[src/rtl/logic_unit_arbiter_if.sv]
// Bus bundle between the requesters, the arbiter and the shared logic unit.
//   req/op_a/op_b/op_sel : per-requester request level and packed operands/opcode
//   gnt/done/busy        : one-hot grant, one-hot completion pulse, arbiter busy flag
//   result               : last captured logic-unit result
//   lu_a/lu_b/lu_op      : registered operands/opcode presented to the logic unit
//   lu_y                 : combinational result coming back from the logic unit
// The slave modport is the arbiter; the master modport is everything around it
// (requesters plus the external gate array).
interface logic_unit_arbiter_if #(
    parameter int N_REQ = 4,
    parameter int WIDTH = 8
);
    logic [N_REQ-1:0]       req;
    logic [N_REQ*WIDTH-1:0] op_a;
    logic [N_REQ*WIDTH-1:0] op_b;
    logic [2*N_REQ-1:0]     op_sel;
    logic [N_REQ-1:0]       gnt;
    logic [WIDTH-1:0]       lu_a;
    logic [WIDTH-1:0]       lu_b;
    logic [1:0]             lu_op;
    logic [WIDTH-1:0]       lu_y;
    logic [WIDTH-1:0]       result;
    logic [N_REQ-1:0]       done;
    logic                   busy;

    modport slave (
        input  req, op_a, op_b, op_sel, lu_y,
        output gnt, lu_a, lu_b, lu_op, result, done, busy
    );

    modport master (
        output req, op_a, op_b, op_sel, lu_y,
        input  gnt, lu_a, lu_b, lu_op, result, done, busy
    );
endinterface

[src/rtl/logic_unit_arbiter.sv]
// Round-robin arbiter/sequencer sharing one combinational logic unit between
// N_REQ requesters. A winner's operands are registered onto the logic unit,
// held stable for LAT cycles, the unit output is captured into result and a
// one-cycle done pulse is returned to the winner.
//   clk  : rising-edge clock
//   rst  : synchronous active-high reset
//   bus  : logic_unit_arbiter_if slave modport (requests, operands, grant,
//          done, busy, result, and the logic-unit operand/result wires)
module logic_unit_arbiter #(
    parameter int N_REQ = 4,
    parameter int WIDTH = 8,
    parameter int LAT   = 2
) (
    input logic                  clk,
    input logic                  rst,
    logic_unit_arbiter_if.slave  bus
);

    localparam int PTR_W = $clog2(N_REQ);
    localparam int CNT_W = (LAT > 1) ? $clog2(LAT) : 1;

    typedef enum logic [1:0] {
        IDLE = 2'd0,
        HOLD = 2'd1,
        DONE = 2'd2
    } state_t;

    state_t             state_q, state_d;
    logic [PTR_W-1:0]   ptr_q, ptr_d;
    logic [PTR_W-1:0]   winner_q, winner_d;
    logic [CNT_W-1:0]   cnt_q, cnt_d;
    logic [WIDTH-1:0]   lu_a_q, lu_a_d;
    logic [WIDTH-1:0]   lu_b_q, lu_b_d;
    logic [1:0]         lu_op_q, lu_op_d;
    logic [WIDTH-1:0]   result_q, result_d;

    logic               found;
    logic [PTR_W-1:0]   pick;
    int                 idx;
    logic [N_REQ-1:0]   win_onehot;

    // Round-robin search: scan from ptr upward with wrap and take the first
    // requester whose req is set. The index is kept in range by subtracting
    // N_REQ once, which is enough since ptr < N_REQ and i < N_REQ.
    always_comb begin
        found = 1'b0;
        pick  = '0;
        idx   = 0;
        for (int i = 0; i < N_REQ; i++) begin
            idx = int'(ptr_q) + i;
            if (idx >= N_REQ) begin
                idx = idx - N_REQ;
            end
            if (!found && bus.req[idx]) begin
                found = 1'b1;
                pick  = idx[PTR_W-1:0];
            end
        end
    end

    // Sequencer next-state logic. Operands are only loaded on the IDLE->HOLD
    // edge, so anything the requesters do during HOLD/DONE cannot disturb the
    // logic-unit inputs, and they keep their last value afterwards so the
    // gate array does not toggle needlessly. The hold counter starts at LAT-1
    // so HOLD lasts exactly LAT cycles and the result is captured on the last.
    always_comb begin
        state_d  = state_q;
        ptr_d    = ptr_q;
        winner_d = winner_q;
        cnt_d    = cnt_q;
        lu_a_d   = lu_a_q;
        lu_b_d   = lu_b_q;
        lu_op_d  = lu_op_q;
        result_d = result_q;
        case (state_q)
            IDLE: begin
                if (found) begin
                    winner_d = pick;
                    lu_a_d   = bus.op_a[int'(pick)*WIDTH +: WIDTH];
                    lu_b_d   = bus.op_b[int'(pick)*WIDTH +: WIDTH];
                    lu_op_d  = bus.op_sel[int'(pick)*2 +: 2];
                    cnt_d    = CNT_W'(LAT - 1);
                    state_d  = HOLD;
                end
            end
            HOLD: begin
                if (cnt_q == '0) begin
                    result_d = bus.lu_y;
                    state_d  = DONE;
                end else begin
                    cnt_d = cnt_q - 1'b1;
                end
            end
            DONE: begin
                if (winner_q == PTR_W'(N_REQ - 1)) begin
                    ptr_d = '0;
                end else begin
                    ptr_d = winner_q + 1'b1;
                end
                state_d = IDLE;
            end
            default: begin
                state_d = IDLE;
            end
        endcase
    end

    // State and datapath registers; reset aborts any operation in flight,
    // so no done pulse can follow a reset.
    always_ff @(posedge clk) begin
        if (rst) begin
            state_q  <= IDLE;
            ptr_q    <= '0;
            winner_q <= '0;
            cnt_q    <= '0;
            lu_a_q   <= '0;
            lu_b_q   <= '0;
            lu_op_q  <= '0;
            result_q <= '0;
        end else begin
            state_q  <= state_d;
            ptr_q    <= ptr_d;
            winner_q <= winner_d;
            cnt_q    <= cnt_d;
            lu_a_q   <= lu_a_d;
            lu_b_q   <= lu_b_d;
            lu_op_q  <= lu_op_d;
            result_q <= result_d;
        end
    end

    // Grant and done are decoded from the registered state, so they can never
    // overlap and each is one-hot at most.
    always_comb begin
        win_onehot           = '0;
        win_onehot[winner_q] = 1'b1;
        bus.gnt  = (state_q == HOLD) ? win_onehot : '0;
        bus.done = (state_q == DONE) ? win_onehot : '0;
        bus.busy = (state_q != IDLE);
    end

    assign bus.lu_a   = lu_a_q;
    assign bus.lu_b   = lu_b_q;
    assign bus.lu_op  = lu_op_q;
    assign bus.result = result_q;

endmodule
[src/flat_wrapper.sv]
// flat-port wrapper written by rule: the top's interface ports become plain ports
module logic_unit_arbiter_flat 
#(
    parameter int N_REQ = 4,
    parameter int WIDTH = 8,
    parameter int LAT   = 2
)
  (clk, rst, bus_req, bus_op_a, bus_op_b, bus_op_sel, bus_lu_y, bus_gnt, bus_lu_a, bus_lu_b, bus_lu_op, bus_result, bus_done, bus_busy);
  logic_unit_arbiter_if #(.N_REQ(N_REQ), .WIDTH(WIDTH)) bus_i ();
  input logic clk;
  input logic rst;
  input wire logic [$bits(bus_i.req)-1:0] bus_req;
  input wire logic [$bits(bus_i.op_a)-1:0] bus_op_a;
  input wire logic [$bits(bus_i.op_b)-1:0] bus_op_b;
  input wire logic [$bits(bus_i.op_sel)-1:0] bus_op_sel;
  input wire logic [$bits(bus_i.lu_y)-1:0] bus_lu_y;
  output wire logic [$bits(bus_i.gnt)-1:0] bus_gnt;
  output wire logic [$bits(bus_i.lu_a)-1:0] bus_lu_a;
  output wire logic [$bits(bus_i.lu_b)-1:0] bus_lu_b;
  output wire logic [$bits(bus_i.lu_op)-1:0] bus_lu_op;
  output wire logic [$bits(bus_i.result)-1:0] bus_result;
  output wire logic [$bits(bus_i.done)-1:0] bus_done;
  output wire logic [$bits(bus_i.busy)-1:0] bus_busy;
  assign bus_i.req = bus_req;
  assign bus_i.op_a = bus_op_a;
  assign bus_i.op_b = bus_op_b;
  assign bus_i.op_sel = bus_op_sel;
  assign bus_i.lu_y = bus_lu_y;
  assign bus_gnt = bus_i.gnt;
  assign bus_lu_a = bus_i.lu_a;
  assign bus_lu_b = bus_i.lu_b;
  assign bus_lu_op = bus_i.lu_op;
  assign bus_result = bus_i.result;
  assign bus_done = bus_i.done;
  assign bus_busy = bus_i.busy;
  logic_unit_arbiter #(.N_REQ(N_REQ), .WIDTH(WIDTH), .LAT(LAT)) u_core (.clk(clk), .rst(rst), .bus(bus_i));
endmodule
[config.mk]
export PLATFORM = sky130hd
export DESIGN_NAME = logic_unit_arbiter_flat
export DESIGN_NICKNAME = d
export VERILOG_FILES = /design/src/rtl/logic_unit_arbiter_if.sv /design/src/rtl/logic_unit_arbiter.sv /design/src/flat_wrapper.sv
export SDC_FILE = /design/constraint.sdc
export NUM_CORES = 1
export LEC_CHECK = 0
export ABC_CLOCK_PERIOD_IN_PS = 2000
export CORE_MARGIN = 4
export CORE_UTILIZATION = 30
export DETAILED_ROUTE_END_ITERATION = 7
export GPL_TIMING_DRIVEN = 0
export MAX_ROUTING_LAYER = met4
export PLACE_DENSITY = 0.67
export SLEW_MARGIN = 20
export SYNTH_ARGS = -nofsm -noshare
export SYNTH_HDL_FRONTEND = slang
export SYNTH_SLANG_ARGS = --single-unit
[constraint.sdc]
create_clock -name clk -period 2 [get_ports clk]
set_input_delay 0.5 -clock clk [delete_from_list [all_inputs] [get_ports clk]]
set_output_delay 0.5 -clock clk [all_outputs]
set_load 0.05 [all_outputs]
==> reports/results.tsv <==
metric	value	unit
status	completed	
antenna_found_initial	0	
wl_per_cell	14.83	um
synth_mux_area_frac	0.2560	
grt_pass1_wl	8.990	mm
grt.busiest_layer	met2	
worst_ep_arrival_time	1.46	ns
worstPathMaxFanout	2	
drc	0	
io_pins	121	
htree_levels	2	
die_area	7443	sq um
firstDrtPassIters	4	
drv_cap	0	
place.detailed.hpwl	4.373	mm
r2r-end	u_core.bus.lu_b[4]	
period_needed	1.960	ns
hold_buffers	0	
synth_area	1838	sq um
cpPeakStageDelay	0.83	ns
path_class	flop to primary output	
total_power	2292	uW
yosysSeqAreaShare	0.3594	
yosysTopAreaCellShare	0.3594	
overflow	0	
cts.sinks	33	
fin_skew	0.007408	ns
rr_worst_depth	6	
startpoint	u_core.bus.lu_b[6]	
wl	5.782	mm
cp-start-kind	flop	
hold_viol_final	0	
p_leak	0.001303	uW
critPathCapture	bus_lu_b[6]	
avgSynthCellArea	9.935	sq um
chipWidth	86.28	um
synth_warnings	0	
dieHeight	86.28	um
final_core_util	0.5630	
r2r_start	u_core.ptr_q[0]	
io_buffers	119	
clock_latency	0.28	ns
synth-compound-area-share	0.1559	
r2r_slack	0.24	ns
critPathCaptureType	primary output	
rsz0062_at_grt	false	
use_met2	0.2663	
path_depth	1	
synthDistinctLibCells	26	
ys_ff_latch	33	
vias	1836	
layout_worst_path_cycle_share	0.9801	
slew_viol_final	0	
synth_top_family_by_area	multiplexers	
row_count	28	
grt_use_met3	0.02947	
max_freq	510.1	MHz
via_per_inst	4.708	
start_util	0.3104	
grt_pass1_vias	1859	
vdd_drop_max	0.3412	mV
required	1.50	ns
cp_top_family	buffers and inverters	
synthTopCellsByArea	dfxtp_1 (36%), mux2i_1 (26%), o221ai_2 (8.2%)	
hold_class	flop to flop	
crit_path_top_delay_cell	clkdlybuf4s50_1	
worstMarginPinSlew	0.5623	ns
grt_usage	0.1554	
met1_usage	0.1903	
clockBufferDepth	2	
setup_viol	0	
num-nets-final	404	
synth_simple_gate_area_frac	0.1532	
antenna_cells	0	
powerDensity	687.6	nW/um^2
gp_congestion	0.7453	
cts_tree	built	
drive_gt1_frac	0.1746	
grt_max_degree	19	
synth_nets	275	
syn_to_final_growth	81.35	%
worst-path-buf-inv	1	
syn_inst	185	
drtIter0Drc	31	
synthAdderAreaFrac	0.02723	
coreArea	5921	sq um
ant_nets	0	
slew_headroom	0.6247	
numCtsBuffers	5	
path_cells	clkdlybuf4s50_1	
clk_pin_slew	0.07	ns
yosysTopAreaCell	dfxtp_1	
fillCellCount	590	
root_buffer	clkbuf_8	
synthXorXnorAreaFrac	0	
sequential cells by signal (all words and copies together) (netlist names):
| register | cells |
|---|---|
| u_core.bus.lu_a | 8 |
| u_core.bus.lu_b | 8 |
| u_core.bus.result | 8 |
| u_core.bus.lu_op | 2 |
| u_core.ptr_q | 2 |
| u_core.state_q | 2 |
| u_core.winner_q | 2 |
| u_core.cnt_q | 1 |
per-layer routing:
layer,part of all wire,up-vias
met5,0,-
met4,0.0080,0
met3,0.061,5
met2,0.51,60
met1,0.42,850
li1,-,921
how the worst min path moves through the flow:
stage | slack, ns | cells after the start | startpoint | endpoint
2_1_floorplan | 0.47 | 1 | u_core.cnt_q | u_core.state_q[1]
3_3_place_gp | 0.44 | 2 | u_core.bus.lu_a[0] | u_core.bus.lu_a[0]
3_5_place_dp | 0.45 | 2 | u_core.bus.lu_a[0] | u_core.bus.lu_a[0]
4_1_cts | 0.47 | 2 | u_core.bus.lu_a[0] | u_core.bus.lu_a[0]
5_1_grt | 0.50 | 2 | u_core.bus.lu_a[2] | u_core.bus.lu_a[2]
6_report | 0.47 | 2 | u_core.bus.lu_a[3] | u_core.bus.lu_a[3]
worst reg2reg max path, stage by stage (launching register included):
cell and delay, ns:
dfxtp_1 0.39, nor2b_1 0.09, nor3_2 0.19, a21oi_2 0.08
or4_4 0.59, buf_6 0.17, o221ai_1 0.16
layout make-up:
cell class              count  area, sq um  area share
plain buffers               9        88.84     0.02665
clock buffers               7        96.34     0.02890
clock inverters             1        5.005    0.001502
inverters                   3        11.26    0.003378
multi-input cells         138         1145      0.3435
flip-flops and latches     33        660.6      0.1982
well taps                  75        93.84     0.02815
repair buffers            124         1232      0.3697
cells in the final DEF (no fill, tap or decap), types with 2 or more instances in the layout:
master	Yosys	final
mux2i_1	47	43
dlygate4sd2_1	0	4
nor2b_2	0	2
ha_1	4	4
buf_2	4	6
mux2i_2	0	4
dlymetal6s2s_1	0	3
nor2_2	1	2
clkdlybuf4s15_2	0	2
nor2b_1	5	2
buf_4	2	4
clkdlybuf4s50_1	0	104
dfxtp_1	33	33
clkbuf_1	3	2
nand2_1	23	23
and2_1	8	8
a21oi_1	5	3
buf_6	1	4
a21oi_2	0	2
clkbuf_8	0	7
o221ai_2	10	11
nor2_1	17	16
inv_1	3	3
o221ai_1	8	7
kinds of logic (layout without fill, tap and decap cells):
| family | after synthesis | after routing |
|---|---|---|
| AOI/OAI and AO/OA | 27 | 27 |
| adders and majority gates | 4 | 4 |
| buffers and inverters | 14 | 144 |
| DFF | 33 | 33 |
| muxes | 47 | 47 |
| and+or+nand+nor | 60 | 60 |
power breakdown:
part	internal, uW	total (uW)	switching [uW]
registers	735	782	47.2
clock network	311	561	250
logic	438	949	511
total	1480	2290	808
synthesized netlist by cell type, drive strengths merged:
cell type and n:
o221ai 18, ha 4, mux2i 47, a21o 1
nand2b 1, buf 8, clkbuf 3, and2b 1
a211o 1, a21oi 5, nor3 2, o21ai 1
inv 3, nor2 18, and2 8, nor2b 5
nand2 23, or4 1, a2bb2oi 1, dfxtp 33
or2 1
stage by stage:
step | setup WS, ns | hold WS, ns | setup TNS, ns | cell area [sq um] | std cells
2_1_floorplan | 0.1713 | 0.4673 | 0 | 1838 | 185
5_1_grt | 0.0003749 | 0.5005 | 0 | 3333 | 390
3_5_place_dp | -0.6453 | 0.4486 | -11.23 | 3123 | 379
3_3_place_gp | -0.6009 | 0.4436 | -10.98 | 3123 | 379
6_report | 0.03972 | 0.4709 | 0 | 3333 | 390
4_1_cts | 0.003715 | 0.4681 | 0 | 3322 | 389
repair_timing:
| item | in CTS | in global routing |
|---|---|---|
| pin swaps | 3 | 2 |
| buffers inserted | 3 | 1 |
| cloned | 1 | 0 |
| gates resized for setup | 45 | 21 |
| endpoints found under the setup margin | 27 | 26 |
(Power assumes the default switching activity.)
==> RTL edit 1 (same settings) <==
The 3 states of `state_t` get a one-hot encoding in 3 bits.
--- a/src/rtl/logic_unit_arbiter.sv
+++ b/src/rtl/logic_unit_arbiter.sv
@@ -19,10 +19,10 @@
     localparam int PTR_W = $clog2(N_REQ);
     localparam int CNT_W = (LAT > 1) ? $clog2(LAT) : 1;
 
-    typedef enum logic [1:0] {
-        IDLE = 2'd0,
-        HOLD = 2'd1,
-        DONE = 2'd2
+    typedef enum logic [2:0] {
+        IDLE = 3'b001,
+        HOLD = 3'b010,
+        DONE = 3'b100
     } state_t;
 
     state_t             state_q, state_d;
Behaviour: same outputs for any inputs over 4 cycles, from zero or initial values and one cycle with rst high; so few cycles prove little.
==> RTL edit 1 against the original RTL <==
Sequential share of layout area fell by 0.36 points; utilization fell by 1.6 points; total power up 3.2%; die area is 8.3% higher; maximum frequency rose by 0.49%; highest routed layer unchanged; critical path depth unchanged; worst hold slack lost 0.016 ns; cell count grew 12%; critical path type unchanged; routed wire length rose by 14%; worst setup slack gained 0.0096 ns; area after synthesis is 9.2% higher; largest cell class unchanged; sequential cell count grew 1; cell area is 5.3% higher.
==> RTL edit 1: results (changes against the original RTL) <==
first-pass GRT wire length -> 10.6 mm (was 8.99 mm)
post-synthesis sequential area ratio -> 33.9% (was 35.9%)
cells on worst reg2reg path -> 6 (unchanged)
most common cell in the synthesized netlist -> dfxtp_1 (was mux2i_1)
type of the most critical hold path -> reg -> reg (unchanged)
# placed instances -> 422 (was 379)
HPWL after detailed placement -> 5.00 mm (was 4.37 mm)
cts bufs inserted -> 5 (unchanged)
Critical R2R Capture -> u_core.bus.lu_b[5] (was u_core.bus.lu_b[4])
Mapped Nets -> 316 (was 275)
DRT iter0 DRCs -> 48 (was 31)
Pleak -> 1.35 nW (was 1.30 nW)
antenna violations before repair -> 0 (unchanged)
worst-case clock buffer depth -> 2 (unchanged)
post-synthesis cell count -> 226 (was 185)
detail-routed via count per cell -> 4.98 (was 4.71)
# port buffers -> 119 (unchanged)
r2r setup slk -> 0.22 ns (was 0.24 ns)
Final Non-Filler Cells -> 438 (was 390)
worst-case clock skew -> 0.00621 ns (was 0.00741 ns)
Worst Hold Path EP -> u_core.bus.result[5] (was u_core.bus.lu_a[3])
pin slew with the least headroom to its limit -> 0.885 ns (was 0.562 ns)
switching share of power -> 34.2% (was 35.2%)
outcome -> completed (unchanged)
DR pass1 iterations -> 4 (unchanged)
vias in the first global route -> 2262 (was 1859)
Fillers -> 609 (was 590)
routability cong. -> 0.756 (was 0.745)
drt total wl -> 6.58 mm (was 5.78 mm)
GR Util All Layers -> 16.4% (was 15.5%)
Distinct cells, synth -> 43 (was 26)
clock root cell -> clkbuf_8 (unchanged)
Post-synth top cells -> dfxtp_1 (34), nand2_1 (22), a21oi_1 (20) (was mux2i_1 (47), dfxtp_1 (33), nand2_1 (23))
largest net degree at the start of global routing -> 11 (was 19)
Ys Warns -> 0 (unchanged)
share of cells above drive strength 1 -> 21.3% (was 17.5%)
crit path max-delay cell type -> clkdlybuf4s50_1 (unchanged)
Post-synth EDFFs -> 0 (unchanged)
Hold Crit Depth -> 2 (unchanged)
HP Start -> u_core.bus.result[5] (was u_core.bus.lu_a[3])
pre-CTS setup slack -> -0.776 ns (was -0.645 ns)
clock slew at reported path FFs -> 0.07 ns (about the same)
CP max stage delay -> 0.82 ns
Worst IR Drop VDD -> 423 uV (was 341 uV)
Final Net Count -> 450 (was 404)
leading post-synthesis cells by cell area -> dfxtp_1 (34%), mux2_2 (9.0%), a221o_1 (8.0%) (was dfxtp_1 (36%), mux2i_1 (26%), o221ai_2 (8.2%))
launching point of the worst reg2reg path -> u_core.ptr_q[0] (unchanged)
[RTL edit 1: through the flow]
step | util (%) | setup TNS (ns) | cell area, sq um | hold slack, ns | total power [mW]
2_1_floorplan | - | 0 | 2010 | 0.483 | 1.36
3_3_place_gp | 51.3 | -15.85 | 3290 | 0.443 | 1.72
3_5_place_dp | 51.3 | -16.11 | 3290 | 0.449 | 1.73
4_1_cts | 55.2 | -1.42 | 3540 | 0.459 | 2.39
5_1_grt | 54.7 | -0.0860 | 3510 | 0.484 | 2.48
6_report | 54.7 | 0 | 3510 | 0.455 | 2.36
[RTL edit 1: power groups by stage]
stage / registers, mW / clock network (mW) / logic [mW]
floorplan: 1.03 / 0 / 0.331
global placement: 0.814 / 0 / 0.910
detailed placement: 0.816 / 0 / 0.918
CTS: 0.803 / 0.619 / 0.965
global route: 0.818 / 0.651 / 1.01
finish: 0.807 / 0.600 / 0.958
[RTL edit 1: per-layer routing]
layer	wire, microns	part of all wire [%]	vias up	GRT usage [%]
met5	0	0	-	-
met4	78	1.2	0	3.70
met3	356	5.4	6	4.09
met2	3160	48	74	27.8
met1	2990	45	1001	19.6
li1	-	-	1099	-
[RTL edit 1: how the worst max path moves through the flow]
stage,to,start,slack (ns)
5_1_grt,bus_gnt[3],u_core.state_q[0],-0.03
3_5_place_dp,u_core.bus.lu_op[1],bus_req[2],-0.78
4_1_cts,bus_done[1],u_core.state_q[2],-0.20
2_1_floorplan,u_core.bus.lu_a[6],bus_req[0],0.02
3_3_place_gp,u_core.bus.lu_op[1],bus_req[2],-0.77
6_report,bus_lu_a[1],u_core.bus.lu_a[1],0.05
[RTL edit 1: cells by family after synthesis]
logic type	Yosys count	synth area share [%]
and+or+nand+nor	79	22.5
AOI/OAI and AO/OA	69	24.7
DFF	34	33.9
buffers and inverters	20	5.42
muxes	20	11.0
adders and majority gates	4	2.49
[RTL edit 1: final cells by class]
| cell class | instances | share of cell area (%) |
|---|---|---|
| multi-input cells | 172 | 35.5 |
| repair buffers | 128 | 35.5 |
| well taps | 77 | 2.74 |
| inverters | 5 | 0.535 |
| flip-flops and latches | 34 | 19.5 |
| clock buffers | 8 | 3.14 |
| plain buffers | 14 | 3.14 |
[RTL edit 1: what timing repair did]
item / 4_1_cts / 5_1_grt
cloned: 1 / 0
resized for setup: 53 / 29
setup buffers: 7 / 1
endpoints found under the setup margin: 27 / 23
pin swaps: 4 / 1
==> RTL edit 2 (config.mk and constraints unchanged) <==
Without the edit above. `N_REQ` is set to 4 in 3 places; all go to 8.
--- a/src/rtl/logic_unit_arbiter_if.sv
+++ b/src/rtl/logic_unit_arbiter_if.sv
@@ -7,7 +7,7 @@
 // The slave modport is the arbiter; the master modport is everything around it
 // (requesters plus the external gate array).
 interface logic_unit_arbiter_if #(
-    parameter int N_REQ = 4,
+    parameter int N_REQ = 8,
     parameter int WIDTH = 8
 );
     logic [N_REQ-1:0]       req;
--- a/src/rtl/logic_unit_arbiter.sv
+++ b/src/rtl/logic_unit_arbiter.sv
@@ -7,7 +7,7 @@
 //   bus  : logic_unit_arbiter_if slave modport (requests, operands, grant,
 //          done, busy, result, and the logic-unit operand/result wires)
 module logic_unit_arbiter #(
-    parameter int N_REQ = 4,
+    parameter int N_REQ = 8,
     parameter int WIDTH = 8,
     parameter int LAT   = 2
 ) (
--- a/src/flat_wrapper.sv
+++ b/src/flat_wrapper.sv
@@ -1,7 +1,7 @@
 // flat-port wrapper written by rule: the top's interface ports become plain ports
 module logic_unit_arbiter_flat 
 #(
-    parameter int N_REQ = 4,
+    parameter int N_REQ = 8,
     parameter int WIDTH = 8,
     parameter int LAT   = 2
 )
Ports: changed (6 resized); port bits go from 121 to 205. The function was not compared with the original's and may differ.
==> RTL edit 2 against the original RTL <==
Worst setup slack worse by 1.6 ns; cell count is 120% higher; largest cell class is now multi-input gates; highest routed layer unchanged; utilization is 1.2 points higher; global-route usage is 6.5 points higher; cell area is 110% higher; the run now ends with setup timing left; largest power group unchanged; maximum frequency is 45% lower; area after synthesis is 100% higher; routed wire length grew to 2.8 times the old value; total power is 110% higher; critical path type is now reg -> reg; clock power is 61% higher; sequential share of layout area is 9.6 points lower; sequential cell count is 2 higher.
==> RTL edit 2: results (changes against the original RTL) <==
outcome -> finished, violations left (was completed)
failing checks -> setup timing
routed len/inst -> 18.5 microns (was 14.8 microns)
routability cong. -> 0.882 (was 0.745)
Final Non-Filler Cells -> 874 (was 390)
Int Pwr -> 2.86 mW (was 1.48 mW)
Synth Area in Adders -> 1.35% (was 2.72%)
met2 Usage GRT -> 38.8% (was 26.6%)
Fillers -> 1079 (was 590)
fin worst setup slack -> -1.56 ns (was 0.0397 ns)
FF+latch area -> 707 sq um (was 661 sq um)
first-pass GRT wire length -> 24.9 mm (was 8.99 mm)
# placed instances -> 829 (was 379)
share of cells above drive strength 1 -> 28.9% (was 17.5%)
Clock Power -> 0.903 mW (was 0.561 mW)
grt met1 use -> 26.3% (was 19.0%)
syn avg cell area -> 8.12 sq um (was 9.94 sq um)
design area -> 0.00693 sq mm (was 0.00333 sq mm)
pre-CTS setup slack -> -1.88 ns (was -0.645 ns)
final setup vio count -> 23 (was 0)
Non-clock inverters -> 6 (was 3)
worst-case clock skew -> 0.00668 ns (was 0.00741 ns)
DR WL met2 -> 8.15 mm (was 2.93 mm)
met3 GRT Util -> 3.42% (was 2.95%)
setup TNS -> -32.48 ns (was 0 ns)
WL met3 -> 857 microns (was 353 microns)
Clock-cell share -> 2.44% (was 3.04%)
crit path DAT -> 3.73 ns (was 1.46 ns)
largest net degree at the start of global routing -> 13 (was 19)
largest family of logic cells by synthesized area -> compound AO/OA/AOI/OAI gates (was multiplexers)
DRT iter0 DRCs -> 235 (was 31)
comb_multi_in -> 384 (was 138)
buffers outside the clock class -> 273 (was 133)
CP max stage delay -> 0.57 ns (was 0.83 ns)
HPWL after detailed placement -> 12.1 mm (was 4.37 mm)
placed inst area -> 0.00609 sq mm (was 0.00312 sq mm)
clock root cell -> clkbuf_16 (was clkbuf_8)
combinational power share -> 63.3% (was 41.4%)
Setup crit end -> u_core.bus.lu_b[0] (was bus_lu_b[6])
Distinct cells, synth -> 64 (was 26)
Worst IR Drop VDD -> 320 uV (was 341 uV)
HP Start -> u_core.cnt_q (was u_core.bus.lu_a[3])
==> RTL edit 2: changes by cell type after synthesis, moves of 7 or more <==
| cell | delta |
|---|---|
| nand2_1 | +74 |
| nor2_1 | +28 |
| a21oi_1 | +24 |
| mux4_2 | +12 |
| a311o_1 | +10 |
| a311oi_2 | +10 |
| buf_2 | +10 |
| o221ai_2 | -10 |
| nand2b_1 | +8 |
| o21ai_0 | +7 |
==> RTL edit 2: how the worst min path moves through the flow <==
stage,slack (ns),endpoint,cells after the start
after floorplan,0.45,u_core.state_q[1],1
after global placement,0.46,u_core.bus.lu_op[0],2
after detailed placement,0.47,u_core.bus.lu_op[1],2
after CTS,0.48,u_core.state_q[1],1
after global routing,0.51,u_core.bus.lu_a[7],2
final,0.47,u_core.state_q[1],1
==> RTL edit 2: what timing repair did <==
action	4_1_cts	5_1_grt
setup endpoints to repair	40	44
cloned	0	4
buffers inserted	23	11
pin swaps	23	12
resized for setup	146	66
